## src/rtl/fifo_pkg.sv

```systemverilog
// fifo_pkg: shared state type and constants for the FIFO read-side controller
package fifo_pkg;
    localparam int FIFO_BITS = 12;
    localparam int DRAIN_BUF_DEPTH = 2;
    typedef enum logic [1:0] {IDLE, RUN, FLUSH} drain_state_t;
endpackage

```

## src/rtl/drain_skid_buf.sv

```systemverilog
// drain_skid_buf: 2-entry FIFO buffer absorbing the one-cycle FIFO read latency
module drain_skid_buf
    import fifo_pkg::*;
#(
    parameter int BITS = FIFO_BITS
) (
    input  logic            clk,
    input  logic            rst,
    input  logic            clr,
    input  logic            wr_en,
    input  logic [BITS-1:0] wr_data,
    input  logic            rd_en,
    output logic [BITS-1:0] rd_data,
    output logic [1:0]      occ
);
    logic [BITS-1:0] mem_q [2];
    logic [BITS-1:0] mem_d [2];
    logic            head_q, head_d, tail_q, tail_d;
    logic [1:0]      occ_q, occ_d;
    logic [BITS-1:0] out_q, out_d;

    // write at tail, pop at head; the head word is re-registered so it holds once empty
    always_comb begin
        mem_d = mem_q;
        if (wr_en) mem_d[tail_q] = wr_data;
        head_d = clr ? 1'b0 : head_q ^ rd_en;
        tail_d = clr ? 1'b0 : tail_q ^ wr_en;
        occ_d  = clr ? 2'd0 : occ_q + {1'b0, wr_en} - {1'b0, rd_en};
        out_d  = (occ_d != 2'd0) ? mem_d[head_d] : out_q;
    end

    // storage and pointer registers
    always_ff @(posedge clk or posedge rst) begin
        if (rst) begin
            mem_q  <= '{default: '0};
            head_q <= 1'b0;
            tail_q <= 1'b0;
            occ_q  <= 2'd0;
            out_q  <= '0;
        end else begin
            mem_q  <= mem_d;
            head_q <= head_d;
            tail_q <= tail_d;
            occ_q  <= occ_d;
            out_q  <= out_d;
        end
    end

    assign rd_data = out_q;
    assign occ     = occ_q;

    a_no_overflow:  assert property (@(posedge clk) disable iff (rst) !(wr_en && !rd_en && occ_q == 2'd2));
    a_no_underflow: assert property (@(posedge clk) disable iff (rst) !(rd_en && occ_q == 2'd0));
endmodule

```

## src/rtl/fifo_drain.sv

```systemverilog
// fifo_drain: FIFO read-side controller with flush and sticky overflow flag;
// FIFO_DRAIN_STATS_EN adds word_count/stall_count statistics outputs
module fifo_drain
    import fifo_pkg::*;
#(
    parameter int BITS      = FIFO_BITS,
    parameter int BUF_DEPTH = DRAIN_BUF_DEPTH
) (
    input  logic            clk,
    input  logic            rst,
    input  logic            enable,
    input  logic            flush,
    output logic            fifo_read,
    input  logic [BITS-1:0] fifo_data,
    input  logic            fifo_ready,
    input  logic            fifo_overflow,
    output logic [BITS-1:0] out_data,
    output logic            out_valid,
    input  logic            out_ready,
`ifdef FIFO_DRAIN_STATS_EN
    output logic [31:0]     word_count,
    output logic [31:0]     stall_count,
`endif
    output logic            err_overflow
);
    if (BUF_DEPTH != DRAIN_BUF_DEPTH) begin : g_depth_check
        $error("fifo_drain: BUF_DEPTH must be 2");
    end

    drain_state_t state_q, state_d;
    logic         inflight_q, inflight_d;
    logic         err_q, err_d;
    logic [1:0]   occ;
    logic [2:0]   credit;
    logic         pop;

    assign out_valid    = occ != 2'd0;
    assign pop          = out_valid & out_ready;
    assign err_overflow = err_q;

    drain_skid_buf #(.BITS(BITS)) u_buf (
        .clk     (clk),
        .rst     (rst),
        .clr     (flush),
        .wr_en   (inflight_q & ~flush),
        .wr_data (fifo_data),
        .rd_en   (pop),
        .rd_data (out_data),
        .occ     (occ)
    );

    // credit check keeps buffered plus in-flight words within the two buffer slots
    always_comb begin
        credit     = {1'b0, occ} + {2'b0, inflight_q} - {2'b0, pop};
        fifo_read  = (state_q == RUN) && fifo_ready && !flush && credit < 3'd2;
        state_d    = flush ? FLUSH : (state_q != FLUSH && enable) ? RUN : IDLE;
        inflight_d = fifo_read;
        err_d      = err_q | fifo_overflow;
    end

    // FSM, in-flight marker and sticky error
    always_ff @(posedge clk or posedge rst) begin
        if (rst) begin
            state_q    <= IDLE;
            inflight_q <= 1'b0;
            err_q      <= 1'b0;
        end else begin
            state_q    <= state_d;
            inflight_q <= inflight_d;
            err_q      <= err_d;
        end
    end

`ifdef FIFO_DRAIN_STATS_EN
    logic [31:0] word_count_q, word_count_d, stall_count_q, stall_count_d;

    // delivered words wrap, stall cycles saturate
    always_comb begin
        word_count_d  = flush ? 32'd0 : word_count_q + {31'd0, pop};
        stall_count_d = (out_valid && !out_ready && stall_count_q != '1) ? stall_count_q + 32'd1 : stall_count_q;
    end

    // statistics registers
    always_ff @(posedge clk or posedge rst) begin
        if (rst) begin
            word_count_q  <= 32'd0;
            stall_count_q <= 32'd0;
        end else begin
            word_count_q  <= word_count_d;
            stall_count_q <= stall_count_d;
        end
    end

    assign word_count  = word_count_q;
    assign stall_count = stall_count_q;
`endif
endmodule

```

## config.mk

```make
export PLATFORM = sky130hd
export DESIGN_NAME = fifo_drain
export DESIGN_NICKNAME = d
export VERILOG_FILES = /design/src/rtl/fifo_pkg.sv /design/src/rtl/drain_skid_buf.sv /design/src/rtl/fifo_drain.sv
export SDC_FILE = /design/constraint.sdc
export NUM_CORES = 1
export LEC_CHECK = 0
export BUFFER_PORTS_ARGS = -buffer_cell sky130_fd_sc_hd__buf_2
export CORE_MARGIN = 5
export CORE_UTILIZATION = 41
export CTS_CLUSTER_SIZE = 25
export DETAILED_ROUTE_END_ITERATION = 10
export PLACE_DENSITY_LB_ADDON = 0.15
export RECOVER_POWER = 25
export SETUP_SLACK_MARGIN = 0.1
export SLEW_MARGIN = 15
export SYNTH_ARGS = -nofsm -noshare
export SYNTH_HDL_FRONTEND = slang
export SYNTH_SLANG_ARGS = --single-unit
```

## constraint.sdc

```tcl
create_clock -name clk -period 2.7 [get_ports clk]
set_clock_uncertainty 0.15 [all_clocks]
set_input_delay 0.54 -clock clk [delete_from_list [all_inputs] [get_ports clk]]
set_output_delay 0.54 -clock clk [all_outputs]
set_load 0.05 [all_outputs]
```

# --- Yosys cells after proc, flatten, opt, wreduce, memory -nomap -nowiden ---
# Index checks and enable logic that the tools add are counted.
word_totals:
  output_inout_bits: 15
  inputBits: 19
  reg_bits: 44
classes:
  mux: 12
  addsub: 4
  bitwise: 8
  reduce_logical: 8
  n_eq_ne: 2
  magnitude_cmp: 4
ops:
  columns: ["operator", "n"]
  rows:
  - ["two-way mux 12 bit", 4]
  - ["bitwise mux 24 bit", 1]
  - ["two-way mux 24 bit", 1]
  - ["demux 12 bit (select 1 bit)", 1]
  - ["logical AND 1 bit", 5]
  - [">= comparator 2 bit (second input constant)", 2]
  - ["two-way mux 2 bit", 2]
  - ["NOT 1 -> 2 bit", 2]
  - ["nonzero test 2 bit", 2]
  - ["adder 2 x 1 -> 3 bit", 1]
  - ["< comparator 3 x 2 -> 1 bit (second input constant)", 1]
  - ["two-way mux 1 bit", 3]
  - ["subtractor 3 x 1 -> 3 bit", 1]
  - ["adder 2 x 1 -> 2 bit", 1]
  - ["bitwise AND 1 bit", 2]
  - ["== test 2 x 1 -> 1 bit (second input constant)", 1]
  - ["< comparator 2 x 1 -> 1 bit (second input constant)", 1]
  - ["inequality test 2 bit (second input constant)", 1]
  - ["subtractor 2 x 1 -> 2 bit", 1]
  - ["XOR 1 bit", 2]
  - ["zero test 1 bit", 1]
  - ["NOT 1 bit", 1]
  - ["OR 1 bit", 1]

# --- Depth between registers and ports, before layout ---
# Gate-level depths: netlist of the first run.
logic_depth:
  word_depth: 10
  ltp_mapped: 10
  ltp_nobuf: 8

# --- By module ---
# Synthesis of the first run repeated with hierarchy kept, for this count alone.
unflattened:
  cells_unflattened: 139
  area_unflattened_um2: 1938.1
modules_own_cells:
  columns: ["mod", "cells_each", "area_each_um2", "n_inst"]
  rows:
  - ["drain_skid_buf", 121, 1722.9, 1]
  - ["fifo_drain", 18, 215.2, 1]

# --- Least setup slack after synthesis of the first run ---
# Ideal clock, no wire load.
synth_path:
  path_kind: "in2out"
  from: "input port out_ready"
  to: "output port fifo_read"
  n_path_buf: 0
  stages: 6
  slack_ns: -0.859
  required_ns: 2.010
  arrival_time_ns: 2.869
  cell_sequence: "o21a_1 ha_1 or2b_1 fa_1 nand4b_1 nor3_1"
synth_via:
  elab_chain_cells: 4
synth_lines:
  columns: ["element", "line_no", "rtl"]
  rows:
  - ["start, declared", "fifo_drain.sv:19", "input logic out_ready,"]
  - ["bitwise AND 1 bit", "fifo_drain.sv:38", "assign pop = out_valid & out_ready;"]
  - ["subtractor 3 x 1 -> 3 bit", "fifo_drain.sv:54", "credit = {1'b0, occ} + {2'b0, inflight_q} - {2'b0, pop};"]
  - ["< comparator 3 x 2 -> 1 bit", "fifo_drain.sv:55", "fifo_read = (state_q == RUN) && fifo_ready && !flush && credit < 3'd2;"]
  - ["logical AND 1 bit", "fifo_drain.sv:55", null]
  - ["end, declared", "fifo_drain.sv:13", "output logic fifo_read,"]
# No other way between the ends.

# --- Final worst setup path of the first run ---
layout_path:
  from: "register u_buf.occ_q[1], in the netlist u_buf.occ[1]"
  to: "output port fifo_read"
layout_via:
  elab_chain_cells: 5
layout_lines:
  columns: ["element", "line_no", "rtl"]
  rows:
  - ["start, declared", "drain_skid_buf.sv:19", "logic [1:0] occ_q, occ_d;"]
  - ["start signal, assigned", "drain_skid_buf.sv:38", "occ_q <= 2'd0;"]
  - ["start signal, assigned", "drain_skid_buf.sv:44", "occ_q <= occ_d;"]
  - ["parallel branches: the longest is 2 deep, another holds adder 2 x 1 -> 3 bit", null, null]
  - ["subtractor 3 x 1 -> 3 bit *", "fifo_drain.sv:54", null]
  - ["< comparator 3 x 2 -> 1 bit *", "fifo_drain.sv:55", null]
  - ["logical AND 1 bit *", "fifo_drain.sv:55", null]
# Every way passes the cells marked *.

==> results of run 1 <==
==> worst max path at each step <==
stage | startpoint | end | slack (ns) | cells after the start
2_1_floorplan | out_ready | fifo_read | -0.24 | 6
4_1_cts | u_buf.occ[1]$_DFF_PP0_ | fifo_read | -0.36 | 7
5_1_grt | u_buf.occ[1]$_DFF_PP0_ | fifo_read | -0.44 | 7
3_5_place_dp | out_ready | fifo_read | -0.34 | 8
3_3_place_gp | out_ready | fifo_read | -0.32 | 8
6_report | u_buf.occ[1]$_DFF_PP0_ | fifo_read | -0.34 | 7
==> placed cells by master, fill, tap and decap left out, types with 3 or more instances in the layout <==
cell,n
buf_4,7
ha_4,3
buf_2,32
dfrtp_1,43
mux2_2,22
mux2i_1,22
buf_6,3
nor2_1,4
clkbuf_8,5
inv_1,15
==> synth_stat cells, drive strengths merged (2+ instances only) <==
library cell	number	area (um2)
dfrtp	44	1100
mux2i	25	263
mux2	24	270
inv	17	63.8
buf	5	52.6
nor2	4	15.0
ha	3	37.5
nor2b	2	12.5
nor3b	2	26.3
or2	2	12.5
or2b	2	15.0
xnor2	2	17.5
xor2	2	17.5
==> worst max-delay path, cell delays in order, from the launching register on <==
cell and delay (ns):
dfrtp_2 0.42, o21a_4 0.23, ha_4 0.20, or2b_1 0.22, fa_1 0.50, nand4b_1 0.15
nor3_4 0.17, buf_6 0.18
==> power by group through the flow <==
stage / Clock (mW) / Combinational, mW / Sequential, mW
detailed placement: 0 / 1.10 / 0.896
floorplan: 0 / 0.536 / 1.20
CTS: 0.404 / 1.13 / 0.884
finish: 0.382 / 1.17 / 0.883
global placement: 0 / 1.07 / 0.890
global route: 0.429 / 1.26 / 0.903
==> sequential cells by signal, summed over array words and instances (netlist names) <==
| register | cells |
|---|---|
| u_buf.mem_q | 24 |
| u_buf.rd_data | 12 |
| state_q | 2 |
| u_buf.occ | 2 |
| err_overflow | 1 |
| inflight_q | 1 |
| u_buf.head_q | 1 |
| u_buf.tail_q | 1 |
==> cell families (layout without fill, tap and decap cells) <==
logic type	after synthesis	after routing	synth area share, %
multiplexers	49	49	27.0
flip-flops	44	44	55.9
buffers and inverters	22	68	5.90
AND/OR/NAND/NOR	15	15	5.84
adder cells (fa/ha/maj)	4	4	2.92
XOR/XNOR	4	4	1.78
AO/OA/AOI/OAI	2	2	0.635
==> cell type report <==
| cell class | instances | area [um2] |
|---|---|---|
| Timing Repair Buffer | 44 | 254 |
| Inverter | 17 | 63.8 |
| Fill cell | 417 | 2290 |
| Sequential cell | 44 | 1100 |
| Clock inverter | 2 | 12.5 |
| Tap cell | 54 | 67.6 |
| Multi-Input combinational cell | 74 | 836 |
| Clock buffer | 5 | 68.8 |
==> layer usage <==
layer  routed length, um  up-vias  global-route usage, %
li1                    -      554                      -
met5                   0        -                      0
met3                 155        5                   4.31
met2                1880       20                   22.9
met1                1530      574                   15.9
met4                  48        0                   4.12
==> stage by stage <==
stage | instances | setup TNS, ns | utilization (%) | hold slack [ns] | instance area [um2]
2_1_floorplan | 140 | -0.238 | - | 0.310 | 2000
3_3_place_gp | 231 | -0.316 | 48.1 | 0.297 | 2250
3_5_place_dp | 231 | -0.342 | 48.1 | 0.295 | 2250
4_1_cts | 241 | -0.364 | 50.5 | 0.100 | 2370
5_1_grt | 240 | -0.440 | 51.3 | 0.136 | 2400
6_report | 240 | -0.342 | 51.3 | 0.0950 | 2400
==> what timing repair did <==
item	CTS	global route
gates resized for setup	3	9
pin swaps	4	3
endpoints found under the setup margin	1	13
buffers inserted	3	0
cloned	0	0
==> metrics, run 1 <==
# Max-Cap Violations=0; Period minus WS final=3.04 ns; floorplan row count=25; Worst EP required=2.01 ns; Post-Syn Nets=163; synthesis-stage register bit count=44; Fin. Hold Viols=0; Mapped Cells=140; drc violations=0; Layout area overhead=22.0%; switching power=1.01 mW; final setup fails=1; initial antenna violation count=0; largest net degree at the start of global routing=27; CP Max Fanout=2; clk root buf=clkbuf_8; detailed placement HPWL=2.62 mm; Cell variety after synth=23; Syn Area/Cell=14.1 um2; RePlAce Congestion=0.728; clock sinks=44; Worst Setup Start Kind=flip-flop; die area=6290 um2; Final Cycle Share=113%; Fmax achieved=329 MHz; IO buf count=33; reg2reg end=u_buf.rd_data[4]$_DFFE_PP0P_; Routed WL=3.62 mm; sw frac=41.6%; worst relative slew slack=7.20%; CTS Buffer Depth=2; type of the worst setup path=reg -> out; share of cells above drive strength 1=47.3%; routed length per instance=15.1 um; hold_buf cts=0; Critical Path AT=2.35 ns; initial DRC count=34; Nets=209; failing checks=negative setup slack; cell area after synthesis=1970 um2; ANT cells=0; gr ovfl total=0; total chip power=2.43 mW; async set or reset register ratio after synthesis=100%; Pwr Density=1010 nW/um2; first-pass GRT wire length=6.41 mm; vias in the first global route=1331; outcome=finished with violations; Die Ht=79.3 um; die width=79.3 um; H-tree levels=2; TritonCTS clock tree=done; worst skew pair latency=0.29 ns; Syn. warnings=0; Hold Crit Class=in -> async; gr usage total=13.4%; Clock transition at path regs=0.08 ns; Worst Slack Setup Final=-0.342 ns; Peak supply drop=495 uV; vias per inst=4.80; clock share of power=15.7%; Leak Pwr=1.28 nW; Initial Util=42.0%; TritonCTS Buffers=5; Pre-antenna DRT Iters=4; reg-to-reg critical path startpoint=inflight_q$_DFF_PP0_; Logic pwr share=48.0%; worst reg-to-reg setup slack=0.19 ns; core area=4690 um2; P_int=1.42 mW; worst slew pin tran=1.39 ns; final slew viol count=0; sequential share of power=36.3%; Place WS=-0.342 ns; nature of the critical path endpoint=primary output; Post-synth EDFFs=0; DRT antenna net count=0; RSZ-0062 raised after global routing=yes; I/O pins=34; FF-to-FF path depth=10; predominant post-synthesis flop cell=dfrtp_1; vias=1153; sequential element share of the synthesized area=55.9%
(Power assumes the default switching activity.)
==> inputs of run 2 (changes only) <==
==> constraint.sdc (replaced) <==
create_clock -name clk -period 2.7 [get_ports clk]
set_clock_uncertainty 0.15 [all_clocks]
set_input_delay 0.27 -clock clk [delete_from_list [all_inputs] [get_ports clk]]
set_output_delay 0.27 -clock clk [all_outputs]
set_load 0.05 [all_outputs]
==> metrics, run 2 (synthesis results as in run 1) <==
share of cells above drive strength 1=40.1% (-7.2 points); H-tree levels=2 (unchanged); Leak Pwr=1.28 nW (+0.31%); Fmax achieved=355 MHz (+8.1%); FF-to-FF path depth=10 (unchanged); ANT cells=0 (unchanged); clk root buf=clkbuf_8; gr ovfl total=0 (unchanged); Pre-antenna DRT Iters=2 (-2); routed length per instance=14.7 um (-2.4%); commonest non-fill, non-tap cells in the layout=dfrtp_1, buf_2, mux2i_1; failing checks=negative setup slack; Routed WL=3.47 mm (-4.1%); type of the worst setup path=reg -> out; RePlAce Congestion=0.705 (-3.3%); nature of the critical path endpoint=primary output; outcome=finished with violations; core area=4690 um2 (unchanged); Clock transition at path regs=0.08 ns (about the same); Fin. Hold Viols=0 (unchanged); initial DRC count=25 (-26%); Reg with most FFs=u_buf.mem_q; Critical Path AT=2.39 ns (+0.04 ns); TritonCTS Buffers=5 (unchanged); CTS Buffer Depth=2 (unchanged); IO buf count=33 (unchanged); leading cell type in the layout, fill and taps excluded=dfrtp_1; floorplan row count=25 (unchanged); Pwr Density=1060 nW/um2 (+4.9%); max reg flops=24 (unchanged); reg2reg end=u_buf.rd_data[4]$_DFFE_PP0P_; Hold Crit Class=in -> reg; gr usage total=12.5% (-0.81 points); Initial Util=42.0% (unchanged); I/O pins=34 (unchanged); Final Cycle Share=104% (-8.4 points); final setup fails=1 (unchanged); vias per inst=4.86 (+1.2%); Layout area overhead=19.6%; final slew viol count=0 (unchanged); vias=1147 (-0.52%); Worst EP required=2.28 ns (+0.27 ns); worst hold path stage count=2; worst slew pin tran=1.21 ns (-0.179 ns); clock sinks=44 (unchanged); initial antenna violation count=0 (unchanged); # Max-Cap Violations=0 (unchanged); worst relative slew slack=19.0% (+12 points); HP Start=fifo_overflow; vias in the first global route=1293 (-2.9%); Worst Slack Setup Final=-0.114 ns (+0.228 ns); CP Max Fanout=4 (+2); TritonCTS clock tree=done; first-pass GRT wire length=6.01 mm (-6.3%); Peak supply drop=796 uV (+61%); Period minus WS final=2.81 ns (-0.228 ns); RSZ-0062 raised after global routing=yes; drc violations=0 (unchanged); die width=79.3 um (unchanged); largest net degree at the start of global routing=34 (+26%); worst reg-to-reg setup slack=0.29 ns (+0.10 ns); postcts setup bufs=0 (-3); total chip power=2.50 mW (+2.8%); Finished Cell Area=2360 um2 (-2.0%); die area=6290 um2 (unchanged); Min-Delay Endpoint=err_overflow$_DFF_PP0_; Die Ht=79.3 um (unchanged); worst skew pair latency=0.29 ns (about the same); DRT antenna net count=0 (unchanged); Nets=204 (-2.4%); reg-to-reg critical path startpoint=u_buf.occ[0]$_DFF_PP0_; Worst Setup Start Kind=flip-flop; Post-DP Area=2220 um2 (-1.7%); detailed placement HPWL=2.48 mm (-5.5%)
[run 2: cell types whose count changed in the layout (fill, tap and decap cells not counted), sizes merged]
cell         delta
bufinv          +1
clkinv          -2
clkbuf          +2
inv             +1
buf             -6
dlygate4sd3     +1
clkinvlp        -1
[run 2: critical path: stages (launching register included)]
cell and delay, ns:
dfrtp_1 0.41, o21a_1 0.21, ha_1 0.26, or2b_1 0.23
fa_1 0.49, nand4b_1 0.14, nor3_4 0.17, buf_6 0.18
[run 2: timing repair]
item | 4_1_cts | 5_1_grt
hold endpoints to repair | 20 | 0
gates cloned | 0 | 0
setup endpoints to repair | 1 | 1
hold buffers | 1 | 0
gates resized for setup | 2 | 0
[run 2: layout make-up]
type	instances	area (um2)
inverters	17	63.8
multi-input cells	74	768
fillers	435	2340
repair buffers	39	229
clock inverters	1	30.0
clock buffers	7	96.3
flip-flops and latches	44	1100
well taps	54	67.6
[run 2: worst max path at each step]
stage | startpoint | cells after the start | to | slack [ns]
after CTS | u_buf.occ[0]$_DFF_PP0_ | 7 | fifo_read | -0.13
after global routing | u_buf.occ[0]$_DFF_PP0_ | 7 | fifo_read | -0.27
after detailed placement | u_buf.occ[0]$_DFF_PP0_ | 7 | fifo_read | 0.14
after floorplan | u_buf.occ[1]$_DFF_PP0_ | 6 | fifo_read | 0.06
final | u_buf.occ[0]$_DFF_PP0_ | 7 | fifo_read | -0.11
after global placement | u_buf.occ[0]$_DFF_PP0_ | 7 | fifo_read | 0.17
[run 2: per-stage QoR]
step	worst slack, ns	utilization, %	hold slack (ns)	std cells	TNS, ns
final	-0.114	50.2	0.0194	236	-0.114
after global routing	-0.266	50.2	0.0119	236	-0.266
after CTS	-0.131	50.3	0.00764	236	-0.131
after detailed placement	0.139	47.2	0.304	227	0
after global placement	0.169	47.2	0.298	227	0
after floorplan	0.0561	-	0.151	140	0
[run 2: metal layers]
metal	vias up	part of all wire, %	global-route usage (%)	routed length, um
li1	544	-	-	-
met1	573	45	14.8	1550
met2	24	50	21.1	1720
met3	6	4.4	4.88	153
met4	0	1.2	3.61	42
met5	-	0	0	0
[run 2: where the power goes]
group	switching, mW	total [mW]	internal (mW)
logic	0.696	1.07	0.378
clock network	0.216	0.543	0.326
registers	0.0692	0.882	0.813
==> inputs of run 3 (changes only) <==
--- a/config.mk
+++ b/config.mk
@@ -8,6 +8,7 @@
 export BUFFER_PORTS_ARGS = -buffer_cell sky130_fd_sc_hd__buf_2
 export CORE_MARGIN = 5
 export CORE_UTILIZATION = 41
+export CTS_BUF_LIST = sky130_fd_sc_hd__clkbuf_4
 export CTS_CLUSTER_SIZE = 25
 export DETAILED_ROUTE_END_ITERATION = 10
 export PLACE_DENSITY_LB_ADDON = 0.15
==> metrics, run 3 (synthesis results as in run 1) <==
Die Ht=79.3 um (unchanged); vias=1188 (+3.6%); # Max-Cap Violations=0 (unchanged); Fin. Hold Viols=0 (unchanged); H-tree levels=2 (unchanged); worst relative slew slack=18.7% (-0.28 points); Routed WL=3.59 mm (+3.5%); Nets=218 (+6.9%); detailed placement HPWL=2.48 mm (unchanged); final slew viol count=0 (unchanged); fin cells=250 (+5.9%); wire length on met1=1.61 mm (+3.5%); Reg with most FFs=u_buf.mem_q; Pwr Density=977 nW/um2 (-7.9%); DRT antenna net count=0 (unchanged); P_int=1.41 mW (-7.4%); routed length per instance=14.4 um (-2.3%); initial DRC count=18 (-28%); first-pass GRT wire length=6.14 mm (+2.2%); metal2 WL=1.80 mm (+4.2%); share of cells above drive strength 1=38.3% (-1.8 points); total chip power=2.39 mW (-4.5%); Initial Util=42.0% (unchanged); drc violations=0 (unchanged); leading cell type in the layout, fill and taps excluded=dfrtp_1; failing checks=negative setup slack; Final Cycle Share=106% (+1.5 points); RSZ-0062 raised after global routing=yes; core area=4690 um2 (unchanged); cell count after placement=227 (unchanged); RePlAce Congestion=0.705 (unchanged); Pre-antenna DRT Iters=4 (+2); Worst Slack Setup Final=-0.155 ns (-0.0412 ns); Hold Slack=0.0331 ns (+0.0137 ns); Max Used Layer=met4; CP Max Fanout=2 (-2); initial antenna violation count=0 (unchanged); max reg flops=24 (unchanged); nature of the critical path endpoint=primary output; CTS Buffer Depth=2 (unchanged); Period minus WS final=2.86 ns (+0.0412 ns); Worst Setup Start Kind=flip-flop; largest net degree at the start of global routing=34 (unchanged); gr usage total=12.9% (+0.31 points); TritonCTS clock tree=done; sw frac=41.1% (+1.8 points); ANT cells=0 (unchanged); clock sinks=44 (unchanged); floorplan row count=25 (unchanged); vias per inst=4.75 (-2.2%); final setup fails=1 (unchanged); DR WL met3=150 um (-2.0%); die width=79.3 um (unchanged); worst skew pair latency=0.35 ns (+0.06 ns); commonest non-fill, non-tap cells in the layout=dfrtp_1, buf_2, mux2i_1; Fmax achieved=350 MHz (-1.4%); worst slew pin tran=1.22 ns (+0.00413 ns); clk root buf=clkbuf_4; Hold Crit Class=in -> reg; Logic pwr share=46.5% (+3.5 points); type of the worst setup path=reg -> out; switching power=981 uW (about the same); Layout area overhead=23.9%; Clock transition at path regs=0.12 ns (+0.04 ns); Peak supply drop=769 uV (-3.3%); die area=6290 um2 (unchanged); sequential share of power=36.9% (+1.6 points); Leak Pwr=1.32 nW (+3.3%); gr ovfl total=0 (unchanged); Worst EP required=2.28 ns (about the same); Critical Path AT=2.44 ns (+0.05 ns); TritonCTS Buffers=5 (unchanged); IO buf count=33 (unchanged); I/O pins=34 (unchanged); vias in the first global route=1333 (+3.1%); clock share of power=16.6% (-5.1 points); outcome=finished with violations
-- run 3: changes by cell type in the layout (fill, tap and decap cells not counted), sizes merged --
cell	change
buf	+4
clkbuf	-4
clkinv	+2
dlygate4sd3	+12
-- run 3: metal layers --
layer / up-vias / global-route usage, %
li1: 573 / -
met1: 586 / 15.0
met2: 25 / 21.7
met3: 4 / 5.22
met4: 0 / 3.61
met5: - / 0
-- run 3: power by group through the flow --
stage | Sequential (mW) | Combinational [mW] | Clock, mW
after floorplan | 1.20 | 0.523 | 0
after global placement | 0.887 | 1.07 | 0
after detailed placement | 0.898 | 1.09 | 0
after CTS | 0.882 | 1.12 | 0.410
after global routing | 0.901 | 1.19 | 0.449
final | 0.880 | 1.11 | 0.396
-- run 3: repair_timing --
action	4_1_cts	5_1_grt
hold buffers	4	9
endpoints found under the setup margin	1	1
buffers inserted	2	0
hold endpoints to repair	35	13
resized for setup	2	0
-- run 3: final timing paths --
path | start | endpoint | slack, ns | cells past startpoint
min reg2reg | err_overflow$_DFF_PP0_ | err_overflow$_DFF_PP0_ | 0.34 | 1
max in group asynchronous | rst | state_q[1]$_DFF_PP0_ | 0.95 | 4
max reg2reg | inflight_q$_DFF_PP0_ | u_buf.rd_data[2]$_DFFE_PP0P_ | 0.31 | 9
min | flush | state_q[1]$_DFF_PP0_ | 0.03 | 1
min in group asynchronous | rst | u_buf.rd_data[4]$_DFFE_PP0P_ | 0.62 | 3
max | u_buf.occ[0]$_DFF_PP0_ | fifo_read | -0.16 | 7
-- run 3: cell type report --
type / instances / area, um2
Multi-Input combinational cell: 74 / 768
Timing Repair Buffer: 53 / 367
Tap cell: 54 / 67.6
Clock inverter: 3 / 37.5
Clock buffer: 5 / 37.5
Inverter: 17 / 63.8
Sequential cell: 44 / 1100
Fill cell: 434 / 2250
-- run 3: worst max-delay path, stage by stage, from the launching register on --
cell and delay, ns:
dfrtp_1 0.41, o21a_1 0.20, ha_1 0.26, or2b_1 0.23, fa_1 0.49, nand4b_1 0.14
nor3_4 0.17, buf_6 0.18
-- run 3: per-stage QoR --
| step | cell area (um2) | setup TNS [ns] | setup WS (ns) | utilization (%) |
|---|---|---|---|---|
| finish | 2440 | -0.155 | -0.155 | 52.1 |
| global route | 2440 | -0.330 | -0.330 | 52.1 |
| CTS | 2350 | -0.170 | -0.170 | 50.1 |
| detailed placement | 2220 | 0 | 0.139 | 47.2 |
| global placement | 2220 | 0 | 0.169 | 47.2 |
| floorplan | 1980 | 0 | 0.0561 | - |
